**src/rtl/rggen_rtl_pkg.sv**
```systemverilog
// Shared access/status encodings used by rggen bus-side blocks.
package rggen_rtl_pkg;

  typedef enum logic [1:0] {
    RGGEN_POSTED_WRITE = 2'b01,
    RGGEN_READ         = 2'b10,
    RGGEN_WRITE        = 2'b11
  } rggen_access;

  typedef enum logic [1:0] {
    RGGEN_OKAY         = 2'b00,
    RGGEN_EXOKAY       = 2'b01,
    RGGEN_SLAVE_ERROR  = 2'b10,
    RGGEN_DECODE_ERROR = 2'b11
  } rggen_status;

endpackage

```
**src/rtl/rggen_bus_if.sv**
```systemverilog
// Host-side register bus: valid/ready request with status and read data return.
interface rggen_bus_if
  import rggen_rtl_pkg::*;
#(
  parameter int ADDRESS_WIDTH = 8,
  parameter int BUS_WIDTH     = 32
);
  logic                     valid;
  rggen_access              access;
  logic [ADDRESS_WIDTH-1:0] address;
  logic [BUS_WIDTH-1:0]     write_data;
  logic [BUS_WIDTH/8-1:0]   strobe;
  logic                     ready;
  rggen_status              status;
  logic [BUS_WIDTH-1:0]     read_data;

  modport master (
    output valid, access, address, write_data, strobe,
    input  ready, status, read_data
  );

  modport slave (
    input  valid, access, address, write_data, strobe,
    output ready, status, read_data
  );
endinterface

```
**src/rtl/rggen_wishbone_if.sv**
```systemverilog
// Wishbone B4 master/slave signal bundle.
interface rggen_wishbone_if #(
  parameter int ADDRESS_WIDTH = 8,
  parameter int BUS_WIDTH     = 32
);
  logic                     cyc;
  logic                     stb;
  logic                     stall;
  logic [ADDRESS_WIDTH-1:0] adr;
  logic                     we;
  logic [BUS_WIDTH-1:0]     dat_w;
  logic [BUS_WIDTH/8-1:0]   sel;
  logic                     ack;
  logic                     err;
  logic                     rty;
  logic [BUS_WIDTH-1:0]     dat_r;

  modport master (
    output cyc, stb, adr, we, dat_w, sel,
    input  stall, ack, err, rty, dat_r
  );

  modport slave (
    input  cyc, stb, adr, we, dat_w, sel,
    output stall, ack, err, rty, dat_r
  );
endinterface

```
**src/rtl/rggen_wishbone_bridge.sv**
```systemverilog
// Turns one rggen bus request into one Wishbone B4 cycle, with bounded rty retry
// and an optional termination timeout.
module rggen_wishbone_bridge
  import rggen_rtl_pkg::*;
#(
  parameter int ADDRESS_WIDTH  = 8,
  parameter int BUS_WIDTH      = 32,
  parameter bit USE_STALL      = 1'b1,
  parameter int RETRY_LIMIT    = 2,
  parameter int TIMEOUT_CYCLES = 0
) (
  input logic              i_clk,
  input logic              i_rst,
  rggen_bus_if.slave       bus_if,
  rggen_wishbone_if.master wishbone_if
);

  localparam int TimerWidth = (TIMEOUT_CYCLES > 0) ? $clog2(TIMEOUT_CYCLES + 1) : 1;
  localparam int RetryWidth = (RETRY_LIMIT > 0) ? $clog2(RETRY_LIMIT + 1) : 1;
  localparam logic [TimerWidth-1:0] TimerLimit = TimerWidth'(TIMEOUT_CYCLES);
  localparam logic [RetryWidth-1:0] RetryMax   = RetryWidth'(RETRY_LIMIT);

  typedef enum logic [1:0] {StIdle, StRequest, StWait, StRespond} state_e;

  state_e                   state_q, state_d;
  logic                     cyc_q, cyc_d;
  logic                     stb_q, stb_d;
  logic                     we_q, we_d;
  logic [ADDRESS_WIDTH-1:0] adr_q, adr_d;
  logic [BUS_WIDTH-1:0]     dat_w_q, dat_w_d;
  logic [BUS_WIDTH/8-1:0]   sel_q, sel_d;
  logic                     ready_q, ready_d;
  rggen_status              status_q, status_d;
  logic [BUS_WIDTH-1:0]     read_data_q, read_data_d;
  logic [RetryWidth-1:0]    retry_q, retry_d;
  logic [TimerWidth-1:0]    timer_q, timer_d;
  logic                     relaunch_q, relaunch_d;

  logic                     terminate, check_term, tick, respond, resp_err;
  logic [TimerWidth-1:0]    timer_inc;

  always_comb begin
    state_d     = state_q;
    cyc_d       = cyc_q;
    stb_d       = stb_q;
    we_d        = we_q;
    adr_d       = adr_q;
    dat_w_d     = dat_w_q;
    sel_d       = sel_q;
    ready_d     = 1'b0;
    status_d    = status_q;
    read_data_d = read_data_q;
    retry_d     = retry_q;
    timer_d     = timer_q;
    relaunch_d  = relaunch_q;
    check_term  = 1'b0;
    tick        = 1'b0;
    respond     = 1'b0;
    resp_err    = 1'b0;
    terminate   = wishbone_if.err | wishbone_if.rty | wishbone_if.ack;
    timer_inc   = timer_q + 1'b1;

    unique case (state_q)
      StIdle: begin
        if (bus_if.valid) begin
          we_d    = (bus_if.access == RGGEN_WRITE);
          adr_d   = bus_if.address;
          dat_w_d = bus_if.write_data;
          sel_d   = (bus_if.access == RGGEN_WRITE) ? bus_if.strobe : '1;
          cyc_d   = 1'b1;
          stb_d   = 1'b1;
          retry_d = '0;
          timer_d = '0;
          state_d = StRequest;
        end
      end
      StRequest: begin
        // relaunch_q marks the one-cycle cyc gap after a retried rty
        if (relaunch_q) begin
          cyc_d      = 1'b1;
          stb_d      = 1'b1;
          relaunch_d = 1'b0;
        end else if (USE_STALL) begin
          if (!wishbone_if.stall) begin
            stb_d      = 1'b0;
            timer_d    = '0;
            state_d    = StWait;
            check_term = 1'b1;
          end
        end else begin
          check_term = 1'b1;
          tick       = 1'b1;
        end
      end
      StWait: begin
        check_term = 1'b1;
        tick       = 1'b1;
      end
      StRespond: begin
        state_d = StIdle;
        retry_d = '0;
        timer_d = '0;
      end
      default: state_d = StIdle;
    endcase

    if (check_term && terminate) begin
      if (wishbone_if.err) begin
        respond  = 1'b1;
        resp_err = 1'b1;
      end else if (wishbone_if.rty && (retry_q < RetryMax)) begin
        cyc_d      = 1'b0;
        stb_d      = 1'b0;
        relaunch_d = 1'b1;
        retry_d    = retry_q + 1'b1;
        timer_d    = '0;
        state_d    = StRequest;
      end else if (wishbone_if.rty) begin
        respond  = 1'b1;
        resp_err = 1'b1;
      end else begin
        respond = 1'b1;
      end
    end else if (tick && (TIMEOUT_CYCLES > 0)) begin
      if (timer_inc == TimerLimit) begin
        respond  = 1'b1;
        resp_err = 1'b1;
      end else begin
        timer_d = timer_inc;
      end
    end

    if (respond) begin
      cyc_d       = 1'b0;
      stb_d       = 1'b0;
      ready_d     = 1'b1;
      state_d     = StRespond;
      status_d    = resp_err ? RGGEN_SLAVE_ERROR : RGGEN_OKAY;
      read_data_d = (resp_err || we_q) ? '0 : wishbone_if.dat_r;
    end
  end

  always_ff @(posedge i_clk) begin
    if (i_rst) begin
      state_q     <= StIdle;
      cyc_q       <= 1'b0;
      stb_q       <= 1'b0;
      we_q        <= 1'b0;
      adr_q       <= '0;
      dat_w_q     <= '0;
      sel_q       <= '0;
      ready_q     <= 1'b0;
      status_q    <= RGGEN_OKAY;
      read_data_q <= '0;
      retry_q     <= '0;
      timer_q     <= '0;
      relaunch_q  <= 1'b0;
    end else begin
      state_q     <= state_d;
      cyc_q       <= cyc_d;
      stb_q       <= stb_d;
      we_q        <= we_d;
      adr_q       <= adr_d;
      dat_w_q     <= dat_w_d;
      sel_q       <= sel_d;
      ready_q     <= ready_d;
      status_q    <= status_d;
      read_data_q <= read_data_d;
      retry_q     <= retry_d;
      timer_q     <= timer_d;
      relaunch_q  <= relaunch_d;
    end
  end

  assign wishbone_if.cyc   = cyc_q;
  assign wishbone_if.stb   = stb_q;
  assign wishbone_if.we    = we_q;
  assign wishbone_if.adr   = adr_q;
  assign wishbone_if.dat_w = dat_w_q;
  assign wishbone_if.sel   = sel_q;
  assign bus_if.ready      = ready_q;
  assign bus_if.status     = status_q;
  assign bus_if.read_data  = read_data_q;

endmodule

```
**src/flat_wrapper.sv**
```systemverilog
// flat-port wrapper written by rule: the top's interface ports become plain ports
module rggen_wishbone_bridge_flat import rggen_rtl_pkg::*;
#(
  parameter int ADDRESS_WIDTH  = 8,
  parameter int BUS_WIDTH      = 32,
  parameter bit USE_STALL      = 1'b1,
  parameter int RETRY_LIMIT    = 2,
  parameter int TIMEOUT_CYCLES = 0
)
  (i_clk, i_rst, bus_if_valid, bus_if_access, bus_if_address, bus_if_write_data, bus_if_strobe, bus_if_ready, bus_if_status, bus_if_read_data, wishbone_if_cyc, wishbone_if_stb, wishbone_if_adr, wishbone_if_we, wishbone_if_dat_w, wishbone_if_sel, wishbone_if_stall, wishbone_if_ack, wishbone_if_err, wishbone_if_rty, wishbone_if_dat_r);
  rggen_bus_if #(.ADDRESS_WIDTH(ADDRESS_WIDTH), .BUS_WIDTH(BUS_WIDTH)) bus_if_i ();
  rggen_wishbone_if #(.ADDRESS_WIDTH(ADDRESS_WIDTH), .BUS_WIDTH(BUS_WIDTH)) wishbone_if_i ();
  input logic i_clk;
  input logic i_rst;
  input wire logic [$bits(bus_if_i.valid)-1:0] bus_if_valid;
  input wire logic [$bits(bus_if_i.access)-1:0] bus_if_access;
  input wire logic [$bits(bus_if_i.address)-1:0] bus_if_address;
  input wire logic [$bits(bus_if_i.write_data)-1:0] bus_if_write_data;
  input wire logic [$bits(bus_if_i.strobe)-1:0] bus_if_strobe;
  output wire logic [$bits(bus_if_i.ready)-1:0] bus_if_ready;
  output wire logic [$bits(bus_if_i.status)-1:0] bus_if_status;
  output wire logic [$bits(bus_if_i.read_data)-1:0] bus_if_read_data;
  output wire logic [$bits(wishbone_if_i.cyc)-1:0] wishbone_if_cyc;
  output wire logic [$bits(wishbone_if_i.stb)-1:0] wishbone_if_stb;
  output wire logic [$bits(wishbone_if_i.adr)-1:0] wishbone_if_adr;
  output wire logic [$bits(wishbone_if_i.we)-1:0] wishbone_if_we;
  output wire logic [$bits(wishbone_if_i.dat_w)-1:0] wishbone_if_dat_w;
  output wire logic [$bits(wishbone_if_i.sel)-1:0] wishbone_if_sel;
  input wire logic [$bits(wishbone_if_i.stall)-1:0] wishbone_if_stall;
  input wire logic [$bits(wishbone_if_i.ack)-1:0] wishbone_if_ack;
  input wire logic [$bits(wishbone_if_i.err)-1:0] wishbone_if_err;
  input wire logic [$bits(wishbone_if_i.rty)-1:0] wishbone_if_rty;
  input wire logic [$bits(wishbone_if_i.dat_r)-1:0] wishbone_if_dat_r;
  assign bus_if_i.valid = bus_if_valid;
  assign bus_if_i.access = bus_if_access;
  assign bus_if_i.address = bus_if_address;
  assign bus_if_i.write_data = bus_if_write_data;
  assign bus_if_i.strobe = bus_if_strobe;
  assign bus_if_ready = bus_if_i.ready;
  assign bus_if_status = bus_if_i.status;
  assign bus_if_read_data = bus_if_i.read_data;
  assign wishbone_if_cyc = wishbone_if_i.cyc;
  assign wishbone_if_stb = wishbone_if_i.stb;
  assign wishbone_if_adr = wishbone_if_i.adr;
  assign wishbone_if_we = wishbone_if_i.we;
  assign wishbone_if_dat_w = wishbone_if_i.dat_w;
  assign wishbone_if_sel = wishbone_if_i.sel;
  assign wishbone_if_i.stall = wishbone_if_stall;
  assign wishbone_if_i.ack = wishbone_if_ack;
  assign wishbone_if_i.err = wishbone_if_err;
  assign wishbone_if_i.rty = wishbone_if_rty;
  assign wishbone_if_i.dat_r = wishbone_if_dat_r;
  rggen_wishbone_bridge #(.ADDRESS_WIDTH(ADDRESS_WIDTH), .BUS_WIDTH(BUS_WIDTH), .USE_STALL(USE_STALL), .RETRY_LIMIT(RETRY_LIMIT), .TIMEOUT_CYCLES(TIMEOUT_CYCLES)) u_core (.i_clk(i_clk), .i_rst(i_rst), .bus_if(bus_if_i), .wishbone_if(wishbone_if_i));
endmodule
```
**config.mk**
```make
export PLATFORM = sky130hd
export DESIGN_NAME = rggen_wishbone_bridge_flat
export DESIGN_NICKNAME = d
export VERILOG_FILES = /design/src/rtl/rggen_rtl_pkg.sv /design/src/rtl/rggen_bus_if.sv /design/src/rtl/rggen_wishbone_if.sv /design/src/rtl/rggen_wishbone_bridge.sv /design/src/flat_wrapper.sv
export SDC_FILE = /design/constraint.sdc
export NUM_CORES = 1
export LEC_CHECK = 0
export ABC_AREA = 0
export BUFFER_PORTS_ARGS = -buffer_cell sky130_fd_sc_hd__buf_2
export CAP_MARGIN = 20
export CORE_ASPECT_RATIO = 1.5
export CORE_MARGIN = 3
export CORE_UTILIZATION = 25
export DETAILED_ROUTE_END_ITERATION = 10
export GPL_TIMING_DRIVEN = 0
export PLACE_DENSITY_LB_ADDON = 0.08
export SLEW_MARGIN = 20
export SYNTH_ARGS = -nofsm -noshare
export SYNTH_HDL_FRONTEND = slang
export SYNTH_SLANG_ARGS = --single-unit
export TNS_END_PERCENT = 50
```
**constraint.sdc**
```tcl
create_clock -name i_clk -period 2 [get_ports i_clk]
set_input_delay 0.4 -clock i_clk [delete_from_list [all_inputs] [get_ports i_clk]]
set_output_delay 0.4 -clock i_clk [all_outputs]
set_load 0.005 [all_outputs]
```
==> impl_metrics.yaml, run 1 <==
pwr:
  vdd_drop_max_uv: 418
  p_leak_nw: 2.09
  power_density_nw_per_um2: 1020
synthesis:
  synth_seq_area_share_pct: 56.2
  yosysWarnings: 0
  yosysUniqueCellTypes: 33
  synth_fp_nets: 415
  netlist_area_um2: 3070
  netlist_instances: 326
  yosys_register_bits: 86
  avgSynthCellArea_um2: 9.40
critical_path:
  critPathTopFamily: "compound AO/OA/AOI/OAI gates"
  cpPeakStageDelay_ps: 340
  worstPathArrival_ps: 2050
  cp-start-kind: "flip-flop"
  setup.worst_path.class: "flip-flop to flip-flop"
  required_ps: 2220
  timing.critical_path.buf_inv: 2
  critPathSlowestCell: "dfxtp_1"
  worstPathMaxFanout: 10
  crit_path_end_kind: "flip-flop"
  path_cells: "inv_1 > ha_1 > nor3b_4 > o21ai_2 > o21ba_2 > buf_2 > a22o_2"
final_layout:
  layout_commonest_cell: "buf_2"
  layout.nets: 590
  fin_cells: 656
  area_growth_pct: 43.8
  layout.cells.most_common_list: "buf_2 (167), dfxtp_1 (86), nand2_1 (85), a21oi_1 (44), a22o_2 (31)"
  layout-drive-gt1-share_pct: 45.1
  antenna_cells: 0
floorplanning:
  ios: 167
  start_util_pct: 26.0
  coreArea_um2: 11800
  dieWidth_um: 96.4
  row_count: 48
  dieArea_um2: 13700
  die_y_um: 142
detailed_routing:
  drt-total-wl_mm: 8.99
  via_count: 2870
  vias_per_cell: 4.38
  antenna_left: 0
  wl_per_cell_um: 13.7
  dr.pass1.iters: 4
  drcViolationCount: 0
  dr.first_iter.drc_count: 45
sta:
  finalClockSkew_ps: 7.02
  finalSetupTns_ps: 0
  rsz0062_at_grt: "false"
  fmax_ghz: 0.545
  fin_crit_sh_pct: 91.7
  maxSlewViolCount: 0
  setup_viol: 0
  hold_viol_final: 0
  period_minus_slack_ps: 1830
place:
  placedCellCount: 640
  hpwl_mm: 6.80
  globalplace.congestion: 0.736
  port_buffers: 164
cts:
  clkSinkCount: 86
  ctsHoldBuffers: 0
  clock_latency_ps: 330
  clk_pin_slew_ps: 60
  clock_path_buffers: 2
  cts_buffers: 9
  htreeDepth: 3
  cts_root_buf: "clkbuf_16"
  cts_tree: "yes"
status:
  outcome: "complete, no violations"
global_routing:
  grt_pass1_vias: 2818
  grt_max_degree: 14
  gr-total-overflow: 0
  grt_pass1_wl_mm: 14.1
  track_usage_pct: 13.3
  antenna_found_initial: 0
worst_hold_path:
  hold_class: "input port to flip-flop"
run:
  max_cap_viol_count: 0
==> flip-flops by register name, summed over array words and instances, names as in the netlist <==
register	flops
u_core.bus_if.read_data	32
u_core.relaunch_q	1
u_core.wishbone_if.sel	4
u_core.wishbone_if.adr	8
u_core.wishbone_if.stb	1
u_core.retry_q	2
u_core.wishbone_if.we	1
u_core.bus_if.status	1
u_core.state_q	2
u_core.wishbone_if.dat_w	32
u_core.wishbone_if.cyc	1
u_core.bus_if.ready	1
==> synthesized netlist by cell type <==
cell	count	area share [%]
a211oi_1	3	0.73
o21ai_0	6	0.98
nor2_1	12	1.5
and2_1	1	0.20
a31oi_1	2	0.41
a21oi_1	44	7.2
buf_4	1	0.24
o22ai_1	4	0.82
nand2_1	85	10
o21a_1	1	0.24
nor3_1	2	0.33
clkbuf_1	12	1.5
ha_1	4	1.6
nor2b_1	3	0.61
o2bb2ai_1	1	0.29
o21ai_2	1	0.29
or3_1	1	0.20
conb_1	1	0.12
buf_1	2	0.24
buf_6	3	1.1
buf_2	3	0.49
inv_1	4	0.49
a22o_2	31	10
a22o_1	1	0.29
nor3b_2	1	0.41
nand2b_1	3	0.61
o21ba_2	2	0.65
dfxtp_1	86	56
nand3_1	1	0.16
o211ai_1	2	0.49
clkbuf_2	1	0.16
o2111ai_1	1	0.29
nor4_4	1	0.69
==> stage by stage <==
stage / setup slack (ps) / util (%) / area [um2] / power, W / hold slack, ps
finish: 166 / 37.4 / 4410 / 0.00451 / 294
detailed placement: 4.09 / 34.6 / 4070 / 0.00279 / 444
CTS: 15.0 / 37.3 / 4390 / 0.00460 / 276
floorplan: 346 / - / 3070 / 0.00242 / 453
global route: 20.7 / 37.4 / 4410 / 0.00479 / 276
global placement: 53.6 / 34.6 / 4070 / 0.00278 / 440
==> worst register-to-register path: stages, from the launching register on <==
cell and delay [ps]:
dfxtp_1 340, inv_1 90, ha_1 230, nor3b_4 260
o21ai_2 120, o21ba_2 260, buf_2 200, a22o_2 220
==> repair_timing <==
item,4_1_cts,5_1_grt
setup endpoints to repair,1,76
pin swaps,0,1
gates resized for setup,1,8
buffers inserted,0,1
gates cloned,0,0
==> worst paths after layout <==
check	from	to	slack, ps	cells after the start
worst min register to register	u_core.wishbone_if.adr[3]$_SDFFE_PP0P_	u_core.wishbone_if.adr[3]$_SDFFE_PP0P_	450	2
worst max-delay path	u_core.state_q[1]$_SDFF_PP0_	u_core.bus_if.read_data[14]$_SDFFE_PP0P_	170	7
worst min-delay path	wishbone_if_dat_r[20]	u_core.bus_if.read_data[20]$_SDFFE_PP0P_	290	2
worst max register to register	u_core.state_q[1]$_SDFF_PP0_	u_core.bus_if.read_data[14]$_SDFFE_PP0P_	170	7
==> layout make-up <==
type | count | area (um2)
clock buffer | 12 | 246
multi-input combinational | 214 | 1220
clock inverter | 4 | 70.1
buffer | 21 | 115
tap | 150 | 188
inverter | 4 | 15.0
fill | 1292 | 7360
sequential | 86 | 1720
timing repair buffer | 165 | 828
==> metal layers <==
metal | global-route usage (%) | part of all wire [%] | vias up
met4 | 4.88 | 1.4 | 0
met1 | 15.2 | 41 | 1292
met2 | 23.2 | 51 | 102
met5 | 0 | 0 | -
met3 | 3.93 | 7.2 | 8
li1 | - | - | 1468
==> where the power goes <==
group / switching [W] / internal [W]
Clock: 0.000639 / 0.00112
Combinational: 0.000459 / 0.000341
Sequential: 0.0000775 / 0.00186
Total: 0.00118 / 0.00333
==> kinds of logic (layout without fill, tap and decap cells) <==
group                    after synthesis  count (layout)  share of synthesized area [%]
AO/OA/AOI/OAI                         99              99                           22.8
adder cells (fa/ha/maj)                4               4                           1.63
buffers and inverters                 26             206                           4.20
flip-flops                            86              86                           56.2
other                                  1               1                          0.122
AND/OR/NAND/NOR                      110             110                           15.1
Power figures use the tool's default switching activity.
==> run 2: changes to the inputs <==
--- a/config.mk
+++ b/config.mk
@@ -11,6 +11,7 @@
 export CORE_ASPECT_RATIO = 1.5
 export CORE_MARGIN = 3
 export CORE_UTILIZATION = 25
+export CTS_BUF_LIST = sky130_fd_sc_hd__clkbuf_4
 export DETAILED_ROUTE_END_ITERATION = 10
 export GPL_TIMING_DRIVEN = 0
 export PLACE_DENSITY_LB_ADDON = 0.08
==> run 2 against run 1 <==
Die area unchanged. Sequential share of layout area grew 1.4 points. Largest cell class unchanged. Combinational power hardly changed. Setup slack lost 6.4 ps.
==> impl_metrics.yaml, run 2 (same netlist as run 1, synthesis figures left out) <==
cts:
  cts_tree: "yes"
  clk_pin_slew_ps: 140
  htreeDepth: 3
  clock_path_buffers: 2
  clkSinkCount: 86
  clock_latency_ps: 440
  cts_root_buf: "clkbuf_4"
  cts_buffers: 9
detailed_routing:
  dr.first_iter.drc_count: 52
  drcViolationCount: 0
  drt-total-wl_mm: 9.01
  dr.pass1.iters: 4
  via_count: 2885
  wl_per_cell_um: 13.7
  vias_per_cell: 4.39
  antenna_left: 0
final_layout:
  area_growth_pct: 38.6
  layout.nets: 590
  finish.instance_area_um2: 4250
  layout_commonest_cell: "buf_2"
  nFillCells: 1304
  layout-drive-gt1-share_pct: 45.3
  layout.cells.most_common_list: "buf_2 (167), dfxtp_1 (86), nand2_1 (85), a21oi_1 (44), a22o_2 (31)"
place:
  placed_area_um2: 4070
  hpwl_mm: 6.80
  globalplace.congestion: 0.736
  port_buffers: 164
critical_path:
  crit_path_end_kind: "flip-flop"
  cpPeakStageDelay_ps: 420
  worstPathArrival_ps: 2170
  worstPathMaxFanout: 10
  path_cells: "inv_1 > ha_1 > nor3b_4 > o21ai_2 > nor4_4 > buf_4 > buf_6 > a22o_2"
  reg2reg_slack_ps: 160
  required_ps: 2330
  cp-start-kind: "flip-flop"
  critPathSlowestCell: "dfxtp_1"
  setup.worst_path.class: "flip-flop to flip-flop"
pwr:
  p_leak_nw: 2.02
  power_switching_w: 0.00111
  vdd_drop_max_uv: 310
  internal_power_w: 0.00273
  power.share.clock_pct: 28.7
  pwr-share-comb_pct: 20.8
  p_seq_share_pct: 50.5
  p_sw_share_pct: 29.0
  power_density_nw_per_um2: 905
sta:
  finalClockSkew_ps: 18.4
  finalSetupTns_ps: 0
  period_minus_slack_ps: 1840
  fin_crit_sh_pct: 92.0
  hold_viol_final: 0
  fmax_ghz: 0.543
  setup_viol: 0
  rsz0062_at_grt: "false"
  holdWs_ps: 172
  maxSlewViolCount: 0
worst_hold_path:
  hold_class: "input port to flip-flop"
floorplanning:
  coreArea_um2: 11800
  row_count: 48
  dieWidth_um: 96.4
  dieArea_um2: 13700
  start_util_pct: 26.0
  ios: 167
  die_y_um: 142
global_routing:
  grt_max_degree: 14
  gr-total-overflow: 0
  track_usage_pct: 13.5
  grt_pass1_wl_mm: 14.2
  grt_pass1_vias: 2836
  antenna_found_initial: 1
status:
  outcome: "complete, no violations"
run:
  max_cap_viol_count: 0
==> run 2: metal layers <==
layer	part of all wire (%)	GRT usage, %	up-vias
met1	41	15.2	1296
met2	50	23.0	100
li1	-	-	1471
met3	7.1	3.77	18
met5	0	0	-
met4	2.0	5.99	0
==> run 2: path summary, 6_finish.rpt <==
check	start	endpoint	cells after the start
worst max-delay path	u_core.state_q[1]$_SDFF_PP0_	u_core.bus_if.read_data[21]$_SDFFE_PP0P_	8
worst min-delay path	wishbone_if_dat_r[15]	u_core.bus_if.read_data[15]$_SDFFE_PP0P_	2
worst max register to register	u_core.state_q[1]$_SDFF_PP0_	u_core.bus_if.read_data[21]$_SDFFE_PP0P_	8
worst min register to register	u_core.wishbone_if.adr[3]$_SDFFE_PP0P_	u_core.wishbone_if.adr[3]$_SDFFE_PP0P_	2
==> run 2: final cells by class <==
class / instances / area (um2) / share of cell area, %
Clock inverter: 5 / 73.8 / 1.74
Inverter: 4 / 15.0 / 0.353
Buffer: 21 / 115 / 2.71
Clock buffer: 11 / 82.6 / 1.94
Tap cell: 150 / 188 / 4.42
Timing Repair Buffer: 165 / 828 / 19.5
Antenna cell: 1 / 2.50 / 0.0589
Sequential cell: 86 / 1720 / 40.5
Multi-Input combinational cell: 214 / 1220 / 28.8
==> run 2: through the flow <==
stage / total power (W) / util (%) / instances / setup slack [ps]
2_1_floorplan: 0.00242 / - / 326 / 346
3_3_place_gp: 0.00278 / 34.6 / 640 / 53.6
3_5_place_dp: 0.00279 / 34.6 / 640 / 4.09
4_1_cts: 0.00393 / 35.9 / 656 / 2.26
5_1_grt: 0.00412 / 36.1 / 657 / 4.62
6_report: 0.00384 / 36.1 / 657 / 160
==> run 2: worst max-delay path, delay by kind of cell, from the launching register on <==
| kind | cells | cell delay (ps) |
|---|---|---|
| AOI/OAI and AO/OA | 2 | 470 |
| DFF | 1 | 420 |
| buffers and inverters | 3 | 390 |
| adders and majority gates | 1 | 240 |
| and+or+nand+nor | 2 | 230 |
==> run 2: repair_timing <==
item / CTS / global route
cloned: 0 / 0
endpoints found under the setup margin: 1 / 77
pin swaps: 0 / 1
resized for setup: 1 / 8
setup buffers: 0 / 1
hold endpoints to repair: 0 / 0
hold buffers: 0 / 0
==> run 2: power groups by stage <==
| stage | clock network (W) | registers [W] | logic [W] |
|---|---|---|---|
| final | 0.00110 | 0.00194 | 0.000801 |
| after floorplan | 0 | 0.00199 | 0.000431 |
| after detailed placement | 0 | 0.00198 | 0.000810 |
| after global placement | 0 | 0.00198 | 0.000804 |
| after CTS | 0.00117 | 0.00194 | 0.000815 |
| after global routing | 0.00124 | 0.00196 | 0.000918 |
==> run 3: changes to the inputs <==
==> constraint.sdc (replaced) <==
create_clock -name i_clk -period 2.16 [get_ports i_clk]
set_input_delay 0.432 -clock i_clk [delete_from_list [all_inputs] [get_ports i_clk]]
set_output_delay 0.432 -clock i_clk [all_outputs]
set_load 0.005 [all_outputs]
==> run 3 against run 2 <==
Utilization decreased by 0.14 points. Critical path depth is 1 lower. Final cell count fell by 0.15%. Final area down 0.38%. Wire length is essentially flat. Global-route usage unchanged. Setup slack better by 65 ps. Combinational power down 8.4%. Critical endpoint is now u_core.bus_if.read_data[14]$_SDFFE_PP0P_.
==> impl_metrics.yaml, run 3 (same netlist as run 1, synthesis figures left out) <==
sta:
  holdWs_ps: 203
  hold_viol_final: 0
  fmax_ghz: 0.517
  finalSetupTns_ps: 0
  period_minus_slack_ps: 1940
  rsz0062_at_grt: "false"
  fin_crit_sh_pct: 89.6
  maxSlewViolCount: 0
  finalClockSkew_ps: 18.8
  setup_viol: 0
  layout_setup_ws_ps: 225
pwr:
  power_density_nw_per_um2: 839
  total_power_w: 0.00355
  vdd_drop_max_uv: 287
  p_leak_nw: 2.01
  p_sw_share_pct: 29.0
  pwr-share-comb_pct: 20.6
  power_switching_w: 0.00103
  p_seq_share_pct: 50.6
  internal_power_w: 0.00252
  power.share.clock_pct: 28.8
critical_path:
  cpPeakStageDelay_ps: 440
  rr_startpoint: "u_core.state_q[1]$_SDFF_PP0_"
  timing.rr.end: "u_core.bus_if.read_data[14]$_SDFFE_PP0P_"
  required_ps: 2540
  critPathSlowestCell: "nor4_4"
  worstPathArrival_ps: 2320
  worstPathMaxFanout: 10
  reg2reg_slack_ps: 220
  reg2reg_depth: 7
  timing.critical_path.buf_inv: 2
  cp-start-kind: "flip-flop"
  critPathTopFamily: "simple AND/OR/NAND/NOR gates"
  path_cells: "inv_1 > ha_1 > nor3b_2 > o21ai_2 > nor4_4 > buf_6 > a22o_2"
  crit_path_end_kind: "flip-flop"
  setup.worst_path.class: "flip-flop to flip-flop"
detailed_routing:
  antenna_left: 0
  via_count: 2874
  drcViolationCount: 0
  wl_per_cell_um: 13.7
  vias_per_cell: 4.38
  dr.pass1.iters: 4
  dr.first_iter.drc_count: 56
  drt-total-wl_mm: 9.00
final_layout:
  layout-drive-gt1-share_pct: 44.8
  area_growth_pct: 38.1
  nFillCells: 1306
  layout_commonest_cell: "buf_2"
  layout.cells.most_common_list: "buf_2 (167), dfxtp_1 (86), nand2_1 (85), a21oi_1 (44), a22o_2 (31)"
  layout.nets: 589
  finish.instance_area_um2: 4230
place:
  hpwl_mm: 6.80
  port_buffers: 164
  dpl_worst_slack_ps: 164
  placed_area_um2: 4070
  globalplace.congestion: 0.736
floorplanning:
  row_count: 48
  coreArea_um2: 11800
  start_util_pct: 26.0
  dieWidth_um: 96.4
  ios: 167
  die_y_um: 142
  dieArea_um2: 13700
global_routing:
  grt_max_degree: 14
  grt_pass1_wl_mm: 14.2
  grt_pass1_vias: 2836
  track_usage_pct: 13.5
  gr-total-overflow: 0
  antenna_found_initial: 1
cts:
  clkSinkCount: 86
  cts_tree: "yes"
  clock_path_buffers: 2
  cts_root_buf: "clkbuf_4"
  clock_latency_ps: 440
  ctsHoldBuffers: 0
  clk_pin_slew_ps: 140
  cts_buffers: 9
  htreeDepth: 3
worst_hold_path:
  min_from: "wishbone_if_dat_r[15]"
  hold_depth: 2
  hold_class: "input port to flip-flop"
  hold-path-endpoint: "u_core.bus_if.read_data[15]$_SDFFE_PP0P_"
run:
  max_cap_viol_count: 0
status:
  outcome: "complete, no violations"
[run 3: cell types whose count changed in the layout (fill, tap and decap cells not counted)]
cell / delta
and2_1: +1
and2_2: -1
buf_4: -1
clkbuf_1: +1
clkbuf_2: -1
nor3b_2: +1
nor3b_4: -1
[run 3: worst max-delay path by stage]
| stage | startpoint | endpoint | slack, ps | cells after the start |
|---|---|---|---|---|
| floorplan | u_core.state_q[1]$_SDFF_PP0_ | u_core.bus_if.read_data[10]$_SDFFE_PP0P_ | 510 | 7 |
| global placement | u_core.state_q[0]$_SDFF_PP0_ | u_core.wishbone_if.dat_w[28]$_SDFFE_PP0P_ | 210 | 7 |
| detailed placement | u_core.state_q[0]$_SDFF_PP0_ | u_core.wishbone_if.dat_w[8]$_SDFFE_PP0P_ | 160 | 7 |
| CTS | u_core.state_q[0]$_SDFF_PP0_ | u_core.wishbone_if.dat_w[8]$_SDFFE_PP0P_ | 150 | 7 |
| global route | u_core.state_q[1]$_SDFF_PP0_ | u_core.bus_if.read_data[26]$_SDFFE_PP0P_ | 10 | 7 |
| finish | u_core.state_q[1]$_SDFF_PP0_ | u_core.bus_if.read_data[14]$_SDFFE_PP0P_ | 220 | 7 |
[run 3: stage by stage]
| stage | utilization, % | instances |
|---|---|---|
| finish | 36.0 | 656 |
| global route | 36.0 | 656 |
| CTS | 35.9 | 656 |
| detailed placement | 34.6 | 640 |
| global placement | 34.6 | 640 |
| floorplan | - | 326 |
[run 3: layer usage]
| metal | share of wire [%] | global-route usage, % |
|---|---|---|
| met5 | 0 | 0 |
| met1 | 41 | 15.2 |
| met3 | 7.0 | 3.77 |
| met2 | 50 | 23.0 |
| met4 | 2.0 | 5.99 |
[run 3: final cells by class]
class                      count  area (um2)  share of cell area [%]
sequential                    86        1720                    40.7
timing repair buffer         164         821                    19.4
clock inverter                 5        73.8                    1.74
buffer                        21         114                    2.69
tap                          150         188                    4.43
inverter                       4        15.0                   0.355
multi-input combinational    214        1210                    28.7
clock buffer                  11        82.6                    1.95
antenna                        1        2.50                  0.0591
[run 3: power groups by stage]
stage               Clock (W)  Combinational, W  Sequential, W
global placement            0          0.000745        0.00183
detailed placement          0          0.000750        0.00183
CTS                   0.00109          0.000754        0.00180
finish                0.00102          0.000734        0.00180
global route          0.00115          0.000844        0.00182
floorplan                   0          0.000399        0.00184
[run 3: what timing repair did]
action / CTS / global route
setup buffers: 0 / 0
endpoints found under the setup margin: 0 / 32
hold endpoints to repair: 0 / 0
resized for setup: 0 / 6
